File: src/rtl/syn_tle_drain.sv
// Tile drain for the matmul engine: buffers one MxN result tile and streams it
// downstream one row per beat, optionally saturating each element to OUTW bits.
//
// state   | meaning
// EMPTY   | no tile held; ready_o=1, valid_o=0
// DRAIN   | tile held; row rcnt presented on row_o with valid_o=1
module syn_tle_drain #(
  parameter int M    = 2,
  parameter int N    = 2,
  parameter int P    = 8,
  parameter int OUTW = 4*P,
  parameter int RW   = (M > 1) ? $clog2(M) : 1
) (
  input  logic                   clk_i,
  input  logic                   rst_ni,
  input  logic signed [4*P-1:0]  D_i [M][N],
  input  logic                   valid_i,
  output logic                   ready_o,
  output logic signed [OUTW-1:0] row_o [N],
  output logic [N-1:0]           sat_o,
  output logic [RW-1:0]          row_idx_o,
  output logic                   last_o,
  output logic                   valid_o,
  input  logic                   ready_i
);

  localparam int IW = 4*P;

  localparam logic [0:0] S_EMPTY = 1'b0;
  localparam logic [0:0] S_DRAIN = 1'b1;

  logic [0:0]           state_q, state_d;
  logic [RW-1:0]        rcnt_q, rcnt_d;
  logic signed [IW-1:0] buf_q [M][N];
  logic signed [IW-1:0] cur [N];
  logic                 acc, beat, last;

  assign last      = (rcnt_q == RW'(M-1));
  assign valid_o   = (state_q == S_DRAIN);
  assign beat      = valid_o && ready_i;
  // A new tile may land in the same edge that retires the last row.
  assign ready_o   = rst_ni && ((state_q == S_EMPTY) || (beat && last));
  assign acc       = valid_i && ready_o;
  assign row_idx_o = rcnt_q;
  assign last_o    = last;

  always_comb begin
    state_d = state_q;
    rcnt_d  = rcnt_q;
    if (acc) begin
      state_d = S_DRAIN;
      rcnt_d  = '0;
    end else if (beat) begin
      if (last) state_d = S_EMPTY;
      else      rcnt_d  = rcnt_q + RW'(1);
    end
  end

  always_ff @(posedge clk_i) begin
    if (!rst_ni) begin
      state_q <= S_EMPTY;
      rcnt_q  <= '0;
    end else begin
      state_q <= state_d;
      rcnt_q  <= rcnt_d;
    end
  end

  always_ff @(posedge clk_i) begin
    if (acc) buf_q <= D_i;
  end

  always_comb begin
    cur = buf_q[0];
    for (int r = 1; r < M; r++) begin
      if (rcnt_q == RW'(r)) cur = buf_q[r];
    end
  end

  for (genvar j = 0; j < N; j++) begin : g_conv
    if (OUTW == IW) begin : g_pass
      assign row_o[j] = cur[j];
      assign sat_o[j] = 1'b0;
    end else begin : g_sat
      localparam logic signed [IW-1:0] MAXV = {{(IW-OUTW+1){1'b0}}, {(OUTW-1){1'b1}}};
      localparam logic signed [IW-1:0] MINV = {{(IW-OUTW+1){1'b1}}, {(OUTW-1){1'b0}}};
      logic hi, lo;
      assign hi       = cur[j] > MAXV;
      assign lo       = cur[j] < MINV;
      assign row_o[j] = hi ? MAXV[OUTW-1:0] : (lo ? MINV[OUTW-1:0] : cur[j][OUTW-1:0]);
      assign sat_o[j] = hi || lo;
    end
  end

endmodule

File: config.mk
export PLATFORM = sky130hd
export DESIGN_NAME = syn_tle_drain
export DESIGN_NICKNAME = d
export VERILOG_FILES = /design/src/rtl/syn_tle_drain.sv
export SDC_FILE = /design/constraint.sdc
export NUM_CORES = 1
export LEC_CHECK = 0
export CAP_MARGIN = 40
export CORE_AREA = 2 2 99 124
export DETAILED_ROUTE_END_ITERATION = 16
export DIE_AREA = 0 0 101 126
export PLACE_DENSITY_LB_ADDON = 0.25
export SKIP_CTS_REPAIR_TIMING = 1
export SLEW_MARGIN = 10
export SYNTH_ARGS = -nofsm -noshare
export SYNTH_HDL_FRONTEND = slang
export SYNTH_SLANG_ARGS = --single-unit
File: constraint.sdc
create_clock -name clk_i -period 14.15 [get_ports clk_i]
set_clock_uncertainty 0.05 [all_clocks]
set_input_delay 2.1225 -clock clk_i [delete_from_list [all_inputs] [get_ports clk_i]]
set_output_delay 2.1225 -clock clk_i [all_outputs]
set_load 0.01 [all_outputs]
==> reports/qor.yml <==
detailed_routing:
  drt_pass1_iterations: 4
  route.met2.wl_mm: 5.32
  viasPerCell: 4.71
  drc: 0
  highest_layer: "met4"
  wl_met1_mm: 3.61
  wl_met3_microns: 650
  ant_nets: 0
  dr_total_vias: 2712
  wl_mm: 9.80
  drt_iter0_drc: 95
  wire_per_inst_microns: 17.0
synth:
  yosys.area.top_type: "edfxtp_1"
  yosysSeqAreaShare: 0.819
  syn_area_per_cell_sq_um: 22.3
  synth_top_area_share: 0.810
  synth_area_leaders: "edfxtp_1, mux2_2, dfxtp_1"
  syn_area_sq_um: 4740
  syn_inst: 213
  ys_ff_latch: 130
  yosys_warnings: 0
  ys_types: 15
cells_and_area:
  fillers: 849
  areaGrowthSynthToFinish_pct: 56.7
  fin_area_sq_um: 7430
  regArea_sq_um: 3880
  n_antenna_cell: 0
  fin_nets: 557
  drive_gt1_frac: 0.217
  multiInputGateArea_sq_um: 786
  final_util: 0.643
global_routing:
  grt_pass1_wl_mm: 14.2
  grt_pass1_vias: 2877
  grt-ovfl-total: 0
  antenna_found_initial: 0
  track_usage: 0.153
  grt_max_degree: 67
floorplanning:
  coreArea_sq_um: 11600
  chipHeight_microns: 126
  start_util: 0.410
  die_w_microns: 101
  pin_count: 202
  num_rows: 44
  die_area_sq_um: 12700
worst_setup_path:
  ff2ff_path_depth: 5
  crit_type: "primary input to output port"
  crit_required_ns: 11.98
  worst-path-max-fanout: 3
  crit_path_end_kind: "output port"
  arrival_ns: 3.56
  startpoint_type: "primary input"
pwr:
  p_leak_nw: 2.53
  vdd_drop_max_mv: 0.0744
  total_power_w: 0.000964
  cellPowerDensity_nw_per_um2: 130
timing:
  fin_crit_sh: 0.405
  hold_viol_final: 0
  maxSlewHeadroom: 0.450
  tns_ns: 0
  final_max_slew_viol_count: 0
  rsz0062_at_grt: "no"
  min_period_ns: 5.73
  timing.fmax_ghz: 0.175
  setup_viol: 0
  worstMarginPinSlew_ns: 0.825
run_status:
  status: "finished, final reports clean"
cts:
  clockRootBuffer: "clkbuf_16"
  clk_pin_slew_ns: 0.05
  htree_num_levels: 4
  insertion_delay_ns: 0.40
  clock_path_buffers: 2
  cts_buffers: 17
  cts_tree: "built"
  numClockSinks: 130
run:
  maxCapViolCount: 0
min_path:
  holdPathStages: 2
  hold_class: "register to register"
place:
  dpl.hpwl_mm: 6.72
  dpl_cell_area_sq_um: 6860
  place_congestion: 0.743
  io_buffers: 199
## flip-flops by register name, summed over array words and instances (netlist names)
signal and cells:
buf_q 128, last_o 1, valid_o 1
## final timing paths
path | slack, ns | startpoint | end
worst max-delay path | 8.42 | ready_i | ready_o
worst min-delay path | 0.53 | valid_o | last_o
worst max register to register | 10.32 | last_o | buf_q[53]
worst min register to register | 0.53 | valid_o | last_o
## area by class of cell
type	instances	share of cell area
sequential	130	0.523
tap	138	0.0232
clock inverter	5	0.0104
timing repair buffer	202	0.271
inverter	1	0.000505
clock buffer	27	0.0663
multi-input combinational	73	0.106
## worst max-delay path, stage by stage
cell,delay [ns]
clkdlybuf4s50_1,0.44
a21boi_0,0.39
nor2_1,0.09
clkdlybuf4s50_1,0.51
## synthesized netlist by cell type
cell type / count
nor3b_1: 1
mux2_2: 64
buf_4: 4
conb_1: 1
nand2b_1: 1
inv_1: 1
a311oi_2: 1
a21boi_0: 1
o21a_1: 1
dfxtp_1: 2
buf_6: 3
a21oi_1: 1
nor2_1: 1
edfxtp_1: 128
buf_2: 3
## layout by cell type (no fill, tap or decap), drive strengths merged
master,synthesis,final
a311oi,1,1
mux2,64,64
clkdlybuf4s50,0,199
conb,1,2
nand2b,1,1
inv,1,1
a21boi,1,1
nor3b,1,1
buf,10,3
dfxtp,2,2
edfxtp,128,128
clkinv,0,2
nor2,1,1
o21a,1,1
clkbuf,0,27
a21oi,1,1
bufinv,0,2
clkinvlp,0,1
## kinds of logic (layout without fill, tap and decap cells)
logic type      count (synthesis)  count (layout)  share of synthesized area
other cells                     1               2                   0.000791
buf+inv                        11             235                     0.0174
mux                            64              64                      0.152
simple gates                    3               3                    0.00369
compound gates                  4               4                    0.00739
flops                         130             130                      0.819
## routing by layer
metal,up-vias,global-route usage
met5,-,0
met4,0,0.0779
met3,17,0.0599
met2,116,0.271
met1,1315,0.154
li1,1264,-
## stage by stage
step | setup WS, ns | instances | hold slack [ns]
6_report | 8.42 | 576 | 0.529
5_1_grt | 8.34 | 576 | 0.556
4_1_cts | 8.43 | 576 | 0.527
3_5_place_dp | 8.44 | 544 | 0.513
3_3_place_gp | 8.53 | 544 | 0.488
2_1_floorplan | 1.75 | 214 | 0.512
## power breakdown
group          switching [W]  internal [W]
logic              0.0000323     0.0000666
registers         0.00000532      0.000442
clock network       0.000144      0.000273
total               0.000182      0.000782
Note: power is estimated with default switching activity, not from simulation.
